===== config.mk =====
export PLATFORM = sky130hd
export DESIGN_NAME = isr_pipe_param
export DESIGN_NICKNAME = d
export VERILOG_FILES = /design/src/rtl/isr_pipe_param.sv
export SDC_FILE = /design/constraint.sdc
export NUM_CORES = 2
export LEC_CHECK = 0
export BUFFER_PORTS_ARGS = -buffer_cell sky130_fd_sc_hd__buf_2
export CAP_MARGIN = 20
export CELL_PAD_IN_SITES_DETAIL_PLACEMENT = 1
export CELL_PAD_IN_SITES_GLOBAL_PLACEMENT = 1
export CORE_ASPECT_RATIO = 1.25
export CORE_UTILIZATION = 51
export CTS_CLUSTER_DIAMETER = 40
export DETAILED_ROUTE_END_ITERATION = 7
export PLACE_DENSITY_LB_ADDON = 0.1
export SYNTH_ARGS = -nofsm -noshare
export SYNTH_HDL_FRONTEND = slang
export SYNTH_SLANG_ARGS = --single-unit

===== constraint.sdc =====
create_clock -name clock -period 10.3 [get_ports clock]
set_input_delay 2.575 -clock clock [delete_from_list [all_inputs] [get_ports clock]]
set_output_delay 2.575 -clock clock [all_outputs]
set_load 0.05 [all_outputs]

===== src/rtl/isr_pipe_param.sv =====
// Iterative integer square root: leading-one scan, then one bit per trial with a pipelined squarer.
// Optional `ISR_REMAINDER_EN adds a remainder output (value - result^2).
module isr_pipe_param #(
  parameter int unsigned WIDTH      = 64,
  parameter int unsigned MUL_STAGES = 8
) (
  input  logic               clock,
  input  logic               reset,
  input  logic               start,
  input  logic [WIDTH-1:0]   value,
  output logic               busy,
  output logic               done,
  output logic [WIDTH/2-1:0] result
`ifdef ISR_REMAINDER_EN
  ,
  output logic [WIDTH/2:0]   remainder
`endif
);

  localparam int unsigned HALF = WIDTH / 2;
  localparam int unsigned RemW = HALF + 1;
  localparam int unsigned IdxW = $clog2(HALF);
  localparam int unsigned PosW = $clog2(WIDTH);
  localparam int unsigned CntW = $clog2(MUL_STAGES + 1);

  typedef enum logic [2:0] {StIdle, StScan, StFeed, StWait, StCheck, StDone} state_e;

  state_e            state_q, state_d;
  logic [WIDTH-1:0]  value_q, value_d;
  logic [HALF-1:0]   guess_q, guess_d;
  logic [IdxW-1:0]   idx_q, idx_d;
  logic [CntW-1:0]   cnt_q, cnt_d;
  logic [HALF-1:0]   result_q, result_d;
  logic [WIDTH-1:0]  prod_q [MUL_STAGES];
  logic [WIDTH-1:0]  prod_d [MUL_STAGES];
`ifdef ISR_REMAINDER_EN
  logic [WIDTH-1:0]  sq_q, sq_d;
  logic [RemW-1:0]   rem_q, rem_d;
`endif

  logic [HALF-1:0]   trial;
  logic [WIDTH-1:0]  square;
  logic [WIDTH-1:0]  product;
  logic              fits;
  logic [PosW-1:0]   msb;

  // Trial is stable from FEED through CHECK, so the free-running pipe holds a valid product in CHECK.
  assign trial   = guess_q | (HALF'(1) << idx_q);
  assign square  = WIDTH'(trial) * WIDTH'(trial);
  assign product = prod_q[MUL_STAGES-1];
  assign fits    = (product <= value_q);

  always_comb begin
    msb = '0;
    for (int unsigned i = 0; i < WIDTH; i++) begin
      if (value_q[i]) msb = PosW'(i);
    end
  end

  always_comb begin
    prod_d[0] = square;
    for (int unsigned s = 1; s < MUL_STAGES; s++) prod_d[s] = prod_q[s-1];
  end

  always_comb begin
    state_d  = state_q;
    value_d  = value_q;
    guess_d  = guess_q;
    idx_d    = idx_q;
    cnt_d    = cnt_q;
    result_d = result_q;
`ifdef ISR_REMAINDER_EN
    sq_d     = sq_q;
    rem_d    = rem_q;
`endif
    unique case (state_q)
      StIdle: begin
        if (start) begin
          value_d = value;
          guess_d = '0;
          idx_d   = '0;
          cnt_d   = '0;
`ifdef ISR_REMAINDER_EN
          sq_d    = '0;
`endif
          state_d = StScan;
        end
      end
      StScan: begin
        if (value_q == '0) begin
          result_d = '0;
`ifdef ISR_REMAINDER_EN
          rem_d    = '0;
`endif
          state_d  = StDone;
        end else begin
          idx_d   = IdxW'(msb >> 1);
          state_d = StFeed;
        end
      end
      StFeed: begin
        cnt_d   = CntW'(MUL_STAGES);
        state_d = StWait;
      end
      StWait: begin
        cnt_d = cnt_q - CntW'(1);
        if (cnt_q == CntW'(1)) state_d = StCheck;
      end
      StCheck: begin
        if (fits) begin
          guess_d = trial;
`ifdef ISR_REMAINDER_EN
          sq_d    = product;
`endif
        end
        if (idx_q == '0) begin
          // Register the outcome on entry to DONE so result is valid while done is high.
          result_d = fits ? trial : guess_q;
`ifdef ISR_REMAINDER_EN
          rem_d    = RemW'(value_q - (fits ? product : sq_q));
`endif
          state_d  = StDone;
        end else begin
          idx_d   = idx_q - IdxW'(1);
          state_d = StFeed;
        end
      end
      StDone:  state_d = StIdle;
      default: state_d = StIdle;
    endcase
  end

  always_ff @(posedge clock) begin
    if (reset) begin
      state_q  <= StIdle;
      value_q  <= '0;
      guess_q  <= '0;
      idx_q    <= '0;
      cnt_q    <= '0;
      result_q <= '0;
`ifdef ISR_REMAINDER_EN
      sq_q     <= '0;
      rem_q    <= '0;
`endif
      for (int unsigned s = 0; s < MUL_STAGES; s++) prod_q[s] <= '0;
    end else begin
      state_q  <= state_d;
      value_q  <= value_d;
      guess_q  <= guess_d;
      idx_q    <= idx_d;
      cnt_q    <= cnt_d;
      result_q <= result_d;
`ifdef ISR_REMAINDER_EN
      sq_q     <= sq_d;
      rem_q    <= rem_d;
`endif
      for (int unsigned s = 0; s < MUL_STAGES; s++) prod_q[s] <= prod_d[s];
    end
  end

  assign busy   = (state_q != StIdle);
  assign done   = (state_q == StDone);
  assign result = result_q;
`ifdef ISR_REMAINDER_EN
  assign remainder = rem_q;
`endif

endmodule


Word-level counts from Yosys, hierarchy flattened

Memory sizes are Yosys's and may differ from the RTL's.
Index checks and enable logic that the tools add are counted.
W data, S select, Z words.

Bits in registers: 140
Latch bits: 0
RAM bits: 512
Memory bits (read-only): 0
Input port bits: 67
Logic and storage cells: 138
Memories kept: 1

Add/sub/neg operators: 2
Multipliers: 1
Divide/modulo/power cells: 0
$lt $le $gt $ge: 1
Eq/ne operators: 12
Shifts and indexed selects: 1
Multiplexer cells: 91
Bitwise operators: 9
Reductions and logical operators: 14

Memory list:

| memory | words | bits a word | rd ports | clocked after Yosys merged registers in | write ports | line | text |
|---|---|---|---|---|---|---|---|
| prod_q | 8     | 64          | 8        | 0                                       | 8           | 34   | `logic [WIDTH-1:0] prod_q [MUL_STAGES];` |

Operator list:

| kind                   | number |
|---|---|
| $mux W64               | 8 |
| $mux W6                | 61 |
| $mux W32               | 4 |
| $pmux W32 S2           | 2 |
| $le A64 B64 Y1         | 1 |
| $logic_not A64 Y1      | 1 |
| $mul A32 B32 Y64       | 1 |
| $or A32 B32 Y32        | 1 |
| $shl A1 B5 Y32 const A | 1 |
| $mux W5                | 3 |
| $pmux W3 S5            | 1 |
| $pmux W5 S3            | 1 |
| $mux W3                | 4 |
| $ne A2 B2 Y1 const B   | 6 |
| $pmux W4 S3            | 1 |
| $reduce_bool A3 Y1     | 3 |
| $or A1 B1 Y1           | 8 |
| $reduce_and A2 Y1      | 4 |
| $eq A3 B2 Y1 const B   | 2 |
| $eq A3 B3 Y1 const B   | 2 |
| $logic_not A5 Y1       | 1 |
| $sub A5 B1 Y5 const B  | 1 |
| $eq A4 B1 Y1 const B   | 1 |
| $mux W1                | 4 |
| other kinds (8)        | 9 |

Longest topological paths before layout

Word-level depth: 65
Gate-level depth with buffers: 35
Gate-level depth less buffers: 33

Worst setup path before layout

OpenSTA, ideal clock, no wires.

Kind: reg-to-reg
Start: reg idx_q[0]
End: mem prod_q[0][50]
Setup time: 0.134 ns
Data arrival time: 8.349 ns
Required time: 10.166 ns
Slack: 1.817 ns
Stages on the path, launching flop included: 32
Path buffers: 2
Period minus slack after synthesis: 8.483 ns
Cells stage by stage: dfxtp_1 > inv_1 > ha_1 > nor2b_1 > a21o_1 > clkbuf_1 > nand2_1 > fa_1 > inv_1 > fa_1 > inv_1 > fa_1 > inv_1 > fa_1 > inv_1 > fa_1 > inv_1 > fa_1 > fa_1 > inv_1 > fa_1 > inv_1 > ha_1 > buf_1 > nand4_1 > or3_1 > nor4_1 > o211a_1 > o21ai_1 > a41oi_1 > nor4_1 > or4_1

RTL lines:

| what                   | line | text |
|---|---|---|
| from (decl)            | 31   | `logic [IdxW-1:0] idx_q, idx_d;` |
| from (signal assigned) | 150  | `idx_q <= idx_d;` |
| to (decl)              | 34   |  |

==> impl_results.md <==
- Status: completed
- CP Max Fanout: 24
- R2r setup slk: 420 ps
- Int Power: 4.68 mW
- Reg-to-reg critical path endpoint: prod_q[0][50]
- Most frequent cells after synthesis: inv_1 (920), fa_1 (807), dfxtp_1 (644)
- GP Congestion: 1.01
- First-pass GRT wire length: 229 mm
- Crit path DAT: 10410 ps
- Worst hold path class: reg -> reg
- Post-DP HPWL: 116 mm
- Slew HR: 17.0%
- Sequential share of power: 37.9%
- Syn nets: 6459
- Routed len/inst: 22.2 µm
- Cell accounting for the most synthesized area: fa_1
- Hold buffers post-CTS: 0
- HP Start: prod_q[1][142]
- Clock power share: 39.8%
- Post-CTS resize count: 0
- Worst-Skew Late Latency: 670 ps
- Crit Path Category: reg -> reg
- Startpoint Class: register
- Routed vias/inst: 5.31
- CTS Root Cell: clkbuf_16
- Largest net degree at the start of global routing: 221
- DRC viols: 0
- CP most frequent cell: fa_1
- Final wirelength: 148 mm
- Combinational share of power: 22.3%
- Share of the synthesized area in the top cell type: 32.7%
- Pre-CTS WS: 485 ps
- Final WS setup: 424 ps
- Max-slew violations: 0
- Die H: 350 µm
- Sw frac: 34.0%
- IO Count: 101
- Max Freq: 101 MHz
- Syn avg cell area: 9.41 µm²
- Design Area, Final: 54300 µm²
- Hold depth: 1
- # setup viols final: 0
- Ys Warns: 0
- Die W: 280 µm
- Clock slew at reported path FFs: 60 ps
- Worst setup EP type: register
- Clk buf depth: 3
- Multi-input gate area: 31900 µm²
- Leak Pwr: 26.0 nW
- Routed Antenna Nets: 0
- Cell Area, Synth: 49400 µm²
- R2R cell count: 28
- Async set-or-reset flop fraction in the synthesized netlist: 0%
- Setup TNS Final: 0 ps
- GRT Util Overall: 31.2%
- Pwr Total: 7.10 mW
- Die area: 98100 µm²
- Yosys reg bits: 644
- Worst slew pin tran: 1240 ps
- Area after DPL: 51500 µm²
- Slowest-stage cell, CP: o21ai_1
- Final net count: 6502
- Initial antenna violation count: 9
- CTS tree: built
- Total CTS buffers: 77
- Tcrit/Tclk final: 95.9%
- Clock skew: 54.8 ps
- Area growth syn-to-layout: 9.85%
- Gr ovfl total: 0
- Via count: 35400
- Final Hold Viols: 0
- Post-Syn Instances: 5253
- Most frequent cell after synthesis: inv_1
- Sequential area share after synthesis: 26.1%
- Reg-to-reg startpoint: idx_q[0]
- Post-CTS setup buffers: 0
- Crit path required time: 10840 ps
- Share of post-route cells with drive strength above 1: 9.46%
- Sequential cell area: 12900 µm²
- Initial core utilization: 51.5%
- Core area: 96000 µm²
- Hold endpoint: prod_q[1][206]
- H-tree depth: 3
- # port buffers: 100
- Yosys cell types: 73
- Pwr dens: 131 nW/µm²
- Largest stage delay on the critical path: 560 ps
- Sink Count: 644
- Number of synthesized flops with an enable pin: 0
- Drt first-iter violations: 1653
- Fin crit period: 9880 ps
- Top cells by area, synth: fa_1 (33%), dfxtp_1 (26%), ha_1 (8.4%), inv_1 (7.0%), nor2b_1 (5.8%)
- Main synth FF type: dfxtp_1
- First-pass iteration count of the detailed router: 7
- Worst hold margin: 406 ps
- RSZ-0062 raised after global routing: false
- Fillers: 10800
- # rows: 127
- Max_cap viols: 0
- NetSw: 2.42 mW
- Maximum vdd drop: 0.117 mV
- Vias in the first global route: 39800
-- power by group through the flow --
stage,sequential [mW],clock [mW],combinational (mW)
6_report,2.69,2.83,1.58
2_1_floorplan,2.70,0,0.969
4_1_cts,2.69,2.89,1.57
5_1_grt,2.70,3.00,1.70
3_5_place_dp,2.74,0,1.56
3_3_place_gp,2.74,0,1.53
-- logic make-up after synthesis --
| kind of cell | share of synthesized area (%) |
|---|---|
| AND/OR/NAND/NOR | 15.3 |
| buffers and inverters | 9.78 |
| adder cells (fa/ha/maj) | 41.1 |
| flip-flops | 26.1 |
| AO/OA/AOI/OAI | 6.62 |
| XOR/XNOR | 0.993 |
| multiplexers | 0.152 |
-- sequential cells by signal (all words and copies together) (netlist names) --
| signal | count |
|---|---|
| prod_q | 504 |
| value_q | 64 |
| guess_q | 32 |
| result | 32 |
| idx_q | 5 |
| cnt_q | 4 |
| state_q | 3 |
-- cell usage in the layout, fill, tap and decap left out, drive strengths merged, types with 8 or more instances in the layout --
cell type / synthesis / final
a2111oi: 8 / 8
a211oi: 15 / 15
a21o: 67 / 67
a21oi: 225 / 225
a31o: 10 / 10
a31oi: 23 / 23
and2: 12 / 12
and3: 10 / 10
buf: 21 / 191
clkbuf: 206 / 93
clkinv: 0 / 26
dfxtp: 644 / 644
fa: 807 / 807
ha: 332 / 332
inv: 1058 / 1074
nand2: 461 / 461
nand3: 29 / 29
nand4: 30 / 30
nor2: 473 / 473
nor2b: 457 / 457
nor3: 68 / 68
nor4: 16 / 16
o211ai: 13 / 13
o21a: 10 / 10
o21ai: 92 / 92
o21bai: 16 / 16
o311ai: 8 / 8
or4: 9 / 9
xnor2: 33 / 33
xor2: 23 / 23
-- final cells by class --
type / count / area share, %
multi-input combinational: 3324 / 58.7
sequential: 644 / 23.7
inverter: 1058 / 7.32
clock buffer: 93 / 3.79
tap: 1290 / 2.97
timing repair buffer: 191 / 2.22
clock inverter: 50 / 1.24
antenna: 5 / 0.0230
-- how the worst max path moves through the flow --
| stage | start | endpoint | cells past startpoint | slack (ps) |
|---|---|---|---|---|
| floorplan | idx_q[0] | prod_q[0][50] | 31 | 1820 |
| global placement | idx_q[1] | prod_q[0][50] | 29 | 680 |
| detailed placement | idx_q[0] | prod_q[0][50] | 29 | 490 |
| CTS | idx_q[0] | prod_q[0][50] | 29 | 470 |
| global route | idx_q[0] | prod_q[0][50] | 28 | 40 |
| finish | idx_q[0] | prod_q[0][50] | 28 | 420 |
-- critical path: cells and delay by family, from the launching register on --
family / cells / cell delay [ps]
adders and majority gates: 10 / 4780
and+or+nand+nor: 6 / 2110
DFF: 1 / 440
buffers and inverters: 6 / 780
AOI/OAI and AO/OA: 6 / 1660
-- through the flow --
stage	std cells	util, %
after floorplan	5253	-
after global placement	6507	53.7
after detailed placement	6507	53.7
after CTS	6650	56.5
after global routing	6655	56.6
final	6655	56.6
-- metal layers --
layer	wire length [µm]	global-route usage, %	part of all wire [%]
met1	53400	34.2	36
met5	41	0	0.028
met2	77000	56.3	52
met4	10100	19.7	6.9
met3	7040	4.56	4.8
Note: power is estimated with default switching activity, not from simulation.
